--- src/rtl/mem_loader_pkg.sv ---
// Shared types and helpers for the boot-time TCM loader.
//   state_e      : loader FSM states
//   wr_word_t    : one packed TCM write payload (data + byte enables)
//   be_from_count: byte-enable mask for a word holding n valid low bytes
package mem_loader_pkg;

    localparam int unsigned WORD_BYTES = 4;
    localparam int unsigned BYTE_W     = 8;
    localparam int unsigned WORD_W     = WORD_BYTES * BYTE_W;
    localparam int unsigned BE_W       = WORD_BYTES;
    localparam int unsigned LANE_W     = 2;
    localparam int unsigned CNT_W      = 3;

    typedef enum logic [2:0] {
        ST_IDLE,
        ST_HDR,
        ST_LOAD,
        ST_CSUM,
        ST_DONE,
        ST_ERR
    } state_e;

    typedef struct packed {
        logic [BE_W-1:0]   be;
        logic [WORD_W-1:0] data;
    } wr_word_t;

    // n in 1..4 -> low n bits set (4 -> 4'hF)
    function automatic logic [BE_W-1:0] be_from_count(input logic [CNT_W-1:0] n);
        return BE_W'((5'd1 << n) - 5'd1);
    endfunction

endpackage

--- src/rtl/mem_loader_packer.sv ---
// Byte-lane packer: collects stream bytes little-endian into a 32-bit word.
//   clk, rst_n  : clock, async active-low reset
//   clr_i       : drop any partially packed word
//   push_i      : a byte is accepted this cycle
//   flush_i     : the pushed byte is the last of the image (emit partial word)
//   byte_i      : byte being pushed
//   word_c_o    : word including the pushed byte, unused lanes zero, with BE
//   full_c_o    : word_c_o is to be written this cycle (4th lane or flush)
module mem_loader_packer
    import mem_loader_pkg::*;
(
    input  logic              clk,
    input  logic              rst_n,
    input  logic              clr_i,
    input  logic              push_i,
    input  logic              flush_i,
    input  logic [BYTE_W-1:0] byte_i,
    output wr_word_t          word_c_o,
    output logic              full_c_o
);

    logic [WORD_W-1:0] data_q;
    logic [LANE_W-1:0] lane_q;

    // Merge the incoming byte into its lane; empty lanes stay zero
    always_comb begin
        word_c_o.data                          = data_q;
        word_c_o.data[{lane_q, 3'b000} +: BYTE_W] = byte_i;
        word_c_o.be                            = be_from_count(CNT_W'(lane_q) + CNT_W'(1));
        full_c_o = push_i && ((CNT_W'(lane_q) + CNT_W'(1) == CNT_W'(WORD_BYTES)) || flush_i);
    end

    // Lane register; cleared after every emitted word so partial words zero-pad
    always_ff @(posedge clk or negedge rst_n) begin
        if (!rst_n) begin
            data_q <= '0;
            lane_q <= '0;
        end else if (clr_i || full_c_o) begin
            data_q <= '0;
            lane_q <= '0;
        end else if (push_i) begin
            data_q <= word_c_o.data;
            lane_q <= lane_q + LANE_W'(1);
        end
    end

endmodule

--- src/rtl/mem_boot_loader.sv ---
// Boot loader: receives a 4-byte LE length header then image bytes, packs
// them into 32-bit LE words written sequentially from BASE_ADDR, and holds
// the core in reset until the image is complete.
// Optional: MEM_LOADER_CHECKSUM_EN adds a trailing 4-byte LE checksum that
// must equal the modulo-2^32 sum of all written words.
//   clk, rst_n            : clock, async active-low reset
//   start_i               : begin a load (IDLE/DONE/ERR only)
//   byte_data_i/valid_i   : byte stream in
//   byte_ready_o          : byte accepted when valid & ready
//   mem_we_o/addr_o/wdata_o/be_o : TCM word write port
//   busy_o, done_o, err_o : status
//   core_rst_n_o          : core reset, released only when done
module mem_boot_loader
    import mem_loader_pkg::*;
#(
    parameter int unsigned ADDR_W    = 12,
    parameter int unsigned BASE_ADDR = 0,
    parameter int unsigned MAX_BYTES = 16384
) (
    input  logic              clk,
    input  logic              rst_n,
    input  logic              start_i,
    input  logic [BYTE_W-1:0] byte_data_i,
    input  logic              byte_valid_i,
    output logic              byte_ready_o,
    output logic              mem_we_o,
    output logic [ADDR_W-1:0] mem_addr_o,
    output logic [WORD_W-1:0] mem_wdata_o,
    output logic [BE_W-1:0]   mem_be_o,
    output logic              busy_o,
    output logic              done_o,
    output logic              err_o,
    output logic              core_rst_n_o
);

    state_e            state_q, state_d;
    logic [WORD_W-1:0] field_q, field_d;    // length header, later the checksum
    logic [CNT_W-1:0]  fcnt_q, fcnt_d;      // bytes of field_q received
    logic [31:0]       cnt_q, cnt_d;        // image bytes received
    logic [ADDR_W-1:0] widx_q, widx_d;
    logic              fin_q, fin_d;        // final word being written this cycle

    logic              ready_q, ready_d;
    logic              we_q, we_d;
    logic [ADDR_W-1:0] addr_q, addr_d;
    logic [WORD_W-1:0] wdata_q, wdata_d;
    logic [BE_W-1:0]   be_q, be_d;
    logic              busy_q, busy_d;
    logic              done_q, done_d;
    logic              err_q, err_d;
    logic              crst_n_q, crst_n_d;

`ifdef MEM_LOADER_CHECKSUM_EN
    logic [WORD_W-1:0] sum_q, sum_d;
`endif

    logic     accept_c;
    logic     last_c;
    logic     pk_clr, pk_push, pk_flush, pk_full;
    wr_word_t pk_word;

    assign accept_c = byte_valid_i && ready_q;
    assign last_c   = (cnt_q + 32'd1) == field_q;

    mem_loader_packer u_packer (
        .clk      (clk),
        .rst_n    (rst_n),
        .clr_i    (pk_clr),
        .push_i   (pk_push),
        .flush_i  (pk_flush),
        .byte_i   (byte_data_i),
        .word_c_o (pk_word),
        .full_c_o (pk_full)
    );

    // State and registered outputs
    always_ff @(posedge clk or negedge rst_n) begin
        if (!rst_n) begin
            state_q  <= ST_IDLE;
            field_q  <= '0;
            fcnt_q   <= '0;
            cnt_q    <= '0;
            widx_q   <= '0;
            fin_q    <= 1'b0;
            ready_q  <= 1'b0;
            we_q     <= 1'b0;
            addr_q   <= '0;
            wdata_q  <= '0;
            be_q     <= '0;
            busy_q   <= 1'b0;
            done_q   <= 1'b0;
            err_q    <= 1'b0;
            crst_n_q <= 1'b0;
`ifdef MEM_LOADER_CHECKSUM_EN
            sum_q    <= '0;
`endif
        end else begin
            state_q  <= state_d;
            field_q  <= field_d;
            fcnt_q   <= fcnt_d;
            cnt_q    <= cnt_d;
            widx_q   <= widx_d;
            fin_q    <= fin_d;
            ready_q  <= ready_d;
            we_q     <= we_d;
            addr_q   <= addr_d;
            wdata_q  <= wdata_d;
            be_q     <= be_d;
            busy_q   <= busy_d;
            done_q   <= done_d;
            err_q    <= err_d;
            crst_n_q <= crst_n_d;
`ifdef MEM_LOADER_CHECKSUM_EN
            sum_q    <= sum_d;
`endif
        end
    end

    // Next-state and next-output logic
    always_comb begin
        state_d  = state_q;
        field_d  = field_q;
        fcnt_d   = fcnt_q;
        cnt_d    = cnt_q;
        widx_d   = widx_q;
        fin_d    = fin_q;
        we_d     = 1'b0;
        addr_d   = addr_q;
        wdata_d  = wdata_q;
        be_d     = be_q;
        pk_clr   = 1'b0;
        pk_push  = 1'b0;
        pk_flush = 1'b0;
`ifdef MEM_LOADER_CHECKSUM_EN
        sum_d    = sum_q;
`endif

        unique case (state_q)
            ST_IDLE, ST_DONE, ST_ERR: begin
                if (start_i) begin
                    state_d = ST_HDR;
                    field_d = '0;
                    fcnt_d  = '0;
                    cnt_d   = '0;
                    widx_d  = '0;
                    fin_d   = 1'b0;
                    pk_clr  = 1'b1;
`ifdef MEM_LOADER_CHECKSUM_EN
                    sum_d   = '0;
`endif
                end
            end
            ST_HDR: begin
                // One evaluation cycle after the 4th header byte
                if (fcnt_q == CNT_W'(WORD_BYTES)) begin
                    if (field_q == '0)
                        state_d = ST_DONE;
                    else if (field_q > 32'(MAX_BYTES))
                        state_d = ST_ERR;
                    else
                        state_d = ST_LOAD;
                end else if (accept_c) begin
                    field_d[{fcnt_q[LANE_W-1:0], 3'b000} +: BYTE_W] = byte_data_i;
                    fcnt_d = fcnt_q + CNT_W'(1);
                end
            end
            ST_LOAD: begin
                if (fin_q) begin
                    fin_d = 1'b0;
`ifdef MEM_LOADER_CHECKSUM_EN
                    state_d = ST_CSUM;
                    field_d = '0;
                    fcnt_d  = '0;
`else
                    state_d = ST_DONE;
`endif
                end else if (accept_c) begin
                    pk_push  = 1'b1;
                    pk_flush = last_c;
                    cnt_d    = cnt_q + 32'd1;
                    fin_d    = last_c;
                    if (pk_full) begin
                        we_d    = 1'b1;
                        addr_d  = ADDR_W'(BASE_ADDR) + widx_q;
                        wdata_d = pk_word.data;
                        be_d    = pk_word.be;
                        widx_d  = widx_q + ADDR_W'(1);
`ifdef MEM_LOADER_CHECKSUM_EN
                        sum_d   = sum_q + pk_word.data;
`endif
                    end
                end
            end
            ST_CSUM: begin
`ifdef MEM_LOADER_CHECKSUM_EN
                if (fcnt_q == CNT_W'(WORD_BYTES)) begin
                    state_d = (field_q == sum_q) ? ST_DONE : ST_ERR;
                end else if (accept_c) begin
                    field_d[{fcnt_q[LANE_W-1:0], 3'b000} +: BYTE_W] = byte_data_i;
                    fcnt_d = fcnt_q + CNT_W'(1);
                end
`else
                state_d = ST_IDLE;
`endif
            end
            default: state_d = ST_IDLE;
        endcase

        // Ready is dropped while a field is complete and in the write cycle
        ready_d = 1'b0;
        unique case (state_d)
            ST_HDR, ST_CSUM: ready_d = (fcnt_d != CNT_W'(WORD_BYTES));
            ST_LOAD:         ready_d = !we_d && !fin_d;
            default:         ready_d = 1'b0;
        endcase

        busy_d   = (state_d == ST_HDR) || (state_d == ST_LOAD) || (state_d == ST_CSUM);
        done_d   = (state_d == ST_DONE);
        err_d    = (state_d == ST_ERR);
        crst_n_d = (state_d == ST_DONE);
    end

    assign byte_ready_o = ready_q;
    assign mem_we_o     = we_q;
    assign mem_addr_o   = addr_q;
    assign mem_wdata_o  = wdata_q;
    assign mem_be_o     = be_q;
    assign busy_o       = busy_q;
    assign done_o       = done_q;
    assign err_o        = err_q;
    assign core_rst_n_o = crst_n_q;

endmodule

--- config.mk ---
export PLATFORM = sky130hd
export DESIGN_NAME = mem_boot_loader
export DESIGN_NICKNAME = d
export VERILOG_FILES = /design/src/rtl/mem_loader_pkg.sv /design/src/rtl/mem_loader_packer.sv /design/src/rtl/mem_boot_loader.sv
export SDC_FILE = /design/constraint.sdc
export NUM_CORES = 1
export LEC_CHECK = 0
export CORE_MARGIN = 10
export CORE_UTILIZATION = 25
export CTS_CLUSTER_DIAMETER = 80
export DETAILED_ROUTE_END_ITERATION = 8
export DONT_BUFFER_PORTS = 1
export PLACE_DENSITY = 0.47
export SETUP_SLACK_MARGIN = 0.02
export SLEW_MARGIN = 20
export SYNTH_ARGS = -nofsm -noshare
export SYNTH_HDL_FRONTEND = slang
export SYNTH_SLANG_ARGS = --single-unit
--- constraint.sdc ---
create_clock -name clk -period 9.6 [get_ports clk]
set_clock_uncertainty 0.2 [all_clocks]
set_input_delay 0.96 -clock clk [delete_from_list [all_inputs] [get_ports clk]]
set_output_delay 0.96 -clock clk [all_outputs]
set_load 0.005 [all_outputs]
==> metrics.md <==
| Metric | Value |
|---|---|
| PD cells | slightly above 200 mW/mm² |
| Crit path kind | reg -> reg |
| CTS sink cnt | 170 |
| Tcrit/Tclk final | around 50% |
| CTS tree | done |
| Max Clk Rate | slightly above 200 MHz |
| Die W | about 210 µm |
| Hpwl dp | between 15000 and 20000 µm |
| CP required | roughly 9.7 ns |
| Clk root buf | clkbuf_16 |
| Unrepaired setup endpoints after global routing | no |
| Simple-Gate Fraction of Synth Area | around 23% |
| Post-Place Setup Slack | about 4.5 ns |
| Number of hold buffers added after cts | 0 |
| Die area | between 0.04 and 0.05 mm² |
| Total number of yosys warnings | 0 |
| Vias per cell | ~5 |
| Most frequent cells in the layout | nand2_1 (172), dfrtp_1 (170), o21ai_0 (112) |
| Total Routing Usage GR | a little under an eighth |
| Antenna violations before repair | 0 |
| Vias in the first global route | just under 7000 |
| Final Hold Viols | 0 |
| Aggregate negative setup slack | 0 ns |
| Fin. max-slew vios | 0 |
| Synthesis-to-finish area growth | 11.7% |
| # IOs | 66 |
| Synth area leader | dfrtp_1 |
| CTS clk-pin slew, worst paths | approximately 0.07 ns |
| Crit path DAT | between 4 and 5 ns |
| Ys async rst share | 100% |
| Final setup fails | 0 |
| Grt ovf | 0 |
| Mux cell area share after synthesis | 0.719% |
| Xor/xnor share of the synthesized area | 3.45% |
| Wire per inst | ~19 µm |
| CTS buffer count | 17 |
| Peak VDD IR | about 0.00014 V |
| Pre-Repair DR Iteration Count | 5 |
| Final hold slack | between 0.02 and 0.025 ns |
| Time the worst path needs with I/O delays and setup | 4.84 ns |
| Syn_area_per_cell | 9.01 µm² |
| Final GP Congestion | approximately 0.8 |
| Synth Flop Type | dfrtp_1 |
| Synthesized-area fraction occupied by adder cells | about 1.8% |
| DRC Markers | 0 |
| Die Height | about 210 µm |
| Drt initial violations | between 700 and 800 |
| H-tree depth | 4 |
| First-pass GRT wire length | about 42000 µm |
| Most common cell after layout, fill and taps aside | nand2_1 |
| Starting density of the core | between 20% and 30% |
| WL final | around 26000 µm |
| Distinct cells, synth | 72 |
| Clk buf depth | 2 |
| Clock latency on the worst-skew pair | roughly 0.43 ns |
| Largest family of logic cells by synthesized area | simple AND/OR/NAND/NOR gates |
| Run status | complete, no violations |
| EDFF count, synth | 0 |
| CP max FO | between 80 and 90 |
| Post-synthesis sequential area ratio | about 48% |
| Diodes inserted | 0 |
| CP endpoint kind | flip-flop |
| #FFs+latches synth | 170 |
| # nets final | slightly below 1000 |
| Worst hold path type | in -> async |
| Worst setup margin | 4.76 ns |
| Slew of the pin with the lowest slew margin | around 1 ns |
| Relative slew margins | between 30% and 40% |
| Share of cells above drive strength 1 | ~6.5% |
| Buffers on Ports | 0 |
| DR vias | 7133 |
| Setup Fix Bufs, Post-CTS | 0 |
| Max Cap Viol | 0 |
| Mapped Nets | between 1000 and 1500 |
| Row cnt | 68 |
| Share of the synthesized area in the top cell type | between 40 and 50% |
| Compound-Gate Fraction of Synth Area | about a fifth |
| Synth Cell Area | 0.00888 mm² |
| Leakage | 4.29 nW |
| Synth top area cells | dfrtp_1 (48%), nand2_1 (7.3%), o21ai_0 (6.4%) |
| CORE AREA | around 0.035 mm² |
| CP Launch Type | flip-flop |
| Pin count of the biggest net entering global routing | roughly 170 |
| Post-CTS resize count | 0 |
| Mapped Cells | 986 |
| Antenna viol nets, final | 0 |
[Yosys cell counts (7+ instances only)]
cell type    n
nand2_1    172
clkbuf_1    43
nor2b_1     33
o21ai_0    113
a32o_1       8
nor3_1      22
inv_1       27
buf_2       11
and3_1      10
or4_1        7
nor2_1      56
a21oi_1     52
nand3_1     26
a22o_1      35
nor4_1      12
ha_1        13
nand4_1     22
dfrtp_1    170
xnor2_1     21
xor2_1      14
o31ai_1      9
[report_power, final]
part / switching [mW] / internal [mW]
combinational: 0.300 / 0.183
sequential: 0.0738 / 0.766
clock: 0.322 / 0.407
[final timing paths]
check                               startpoint                  end  slack (ns)  depth (start not counted)
hold reg to reg            u_packer.data_q[27]  u_packer.data_q[27]        0.29                          2
hold / removal                           rst_n            cnt_q[29]        0.02                          0
setup / recovery                     cnt_q[16]            widx_q[5]        4.76                         12
min in group clk           u_packer.data_q[27]  u_packer.data_q[27]        0.29                          2
max in group asynchronous                rst_n  u_packer.data_q[15]        8.90                          0
setup reg to reg                     cnt_q[16]            widx_q[5]        4.76                         12
[metal layers]
metal / track usage, % / vias to the layer above / share of wire (%)
li1: - / 3455 / -
met1: 16.2 / 3524 / 47
met2: 18.5 / 139 / 46
met3: 3.16 / 15 / 6.0
met4: 2.52 / 0 / 0.82
met5: 0 / - / 0
[registers in the layout (all words and copies together), names as in the netlist]
| signal | count |
|---|---|
| state_q | 3 |
| mem_wdata_o | 32 |
| u_packer.lane_q | 2 |
| mem_be_o | 4 |
| busy_o | 1 |
| field_q | 32 |
| byte_ready_o | 1 |
| u_packer.data_q | 32 |
| err_o | 1 |
| cnt_q | 32 |
| mem_we_o | 1 |
| fin_q | 1 |
| core_rst_n_o | 1 |
| widx_q | 12 |
| mem_addr_o | 12 |
| fcnt_q | 3 |
[area by class of cell]
cell class / instances / area (µm²)
sequential: 170 / 4250
tap: 455 / 569
timing repair buffer: 12 / 90.1
inverter: 27 / 101
clock inverter: 12 / 153
fill: 3684 / 24900
multi-input combinational: 728 / 4290
clock buffer: 20 / 457
[logic make-up (layout without fill, tap and decap cells)]
logic type	count (synthesis)	in the layout
buffers and inverters	88	71
adders and majority gates	13	13
AOI/OAI and AO/OA	269	269
xor gates and xnor gates	35	35
muxes	6	6
and+or+nand+nor	405	405
DFF	170	170
[critical path, cell delays in order, from the launching register on]
cell	delay, ns
dfrtp_1	0.53
nand4_1	0.45
nor4_1	0.86
nand3_1	0.18
a2111oi_2	0.38
nand4_1	0.20
nor4_4	0.70
o21ai_4	0.05
buf_4	0.37
inv_1	0.16
buf_4	0.32
nand4_1	0.15
mux2i_1	0.14
[per-stage QoR]
stage	total power, mW	area (µm²)	utilization [%]	std cells
floorplan	1.19	8880	-	986
global placement	1.34	9300	26.7	1392
detailed placement	1.34	9300	26.7	1392
CTS	2.07	9910	28.5	1424
global route	2.16	9920	28.5	1424
finish	2.05	9920	28.5	1424
No activity file was read; power rests on OpenSTA's default activity.
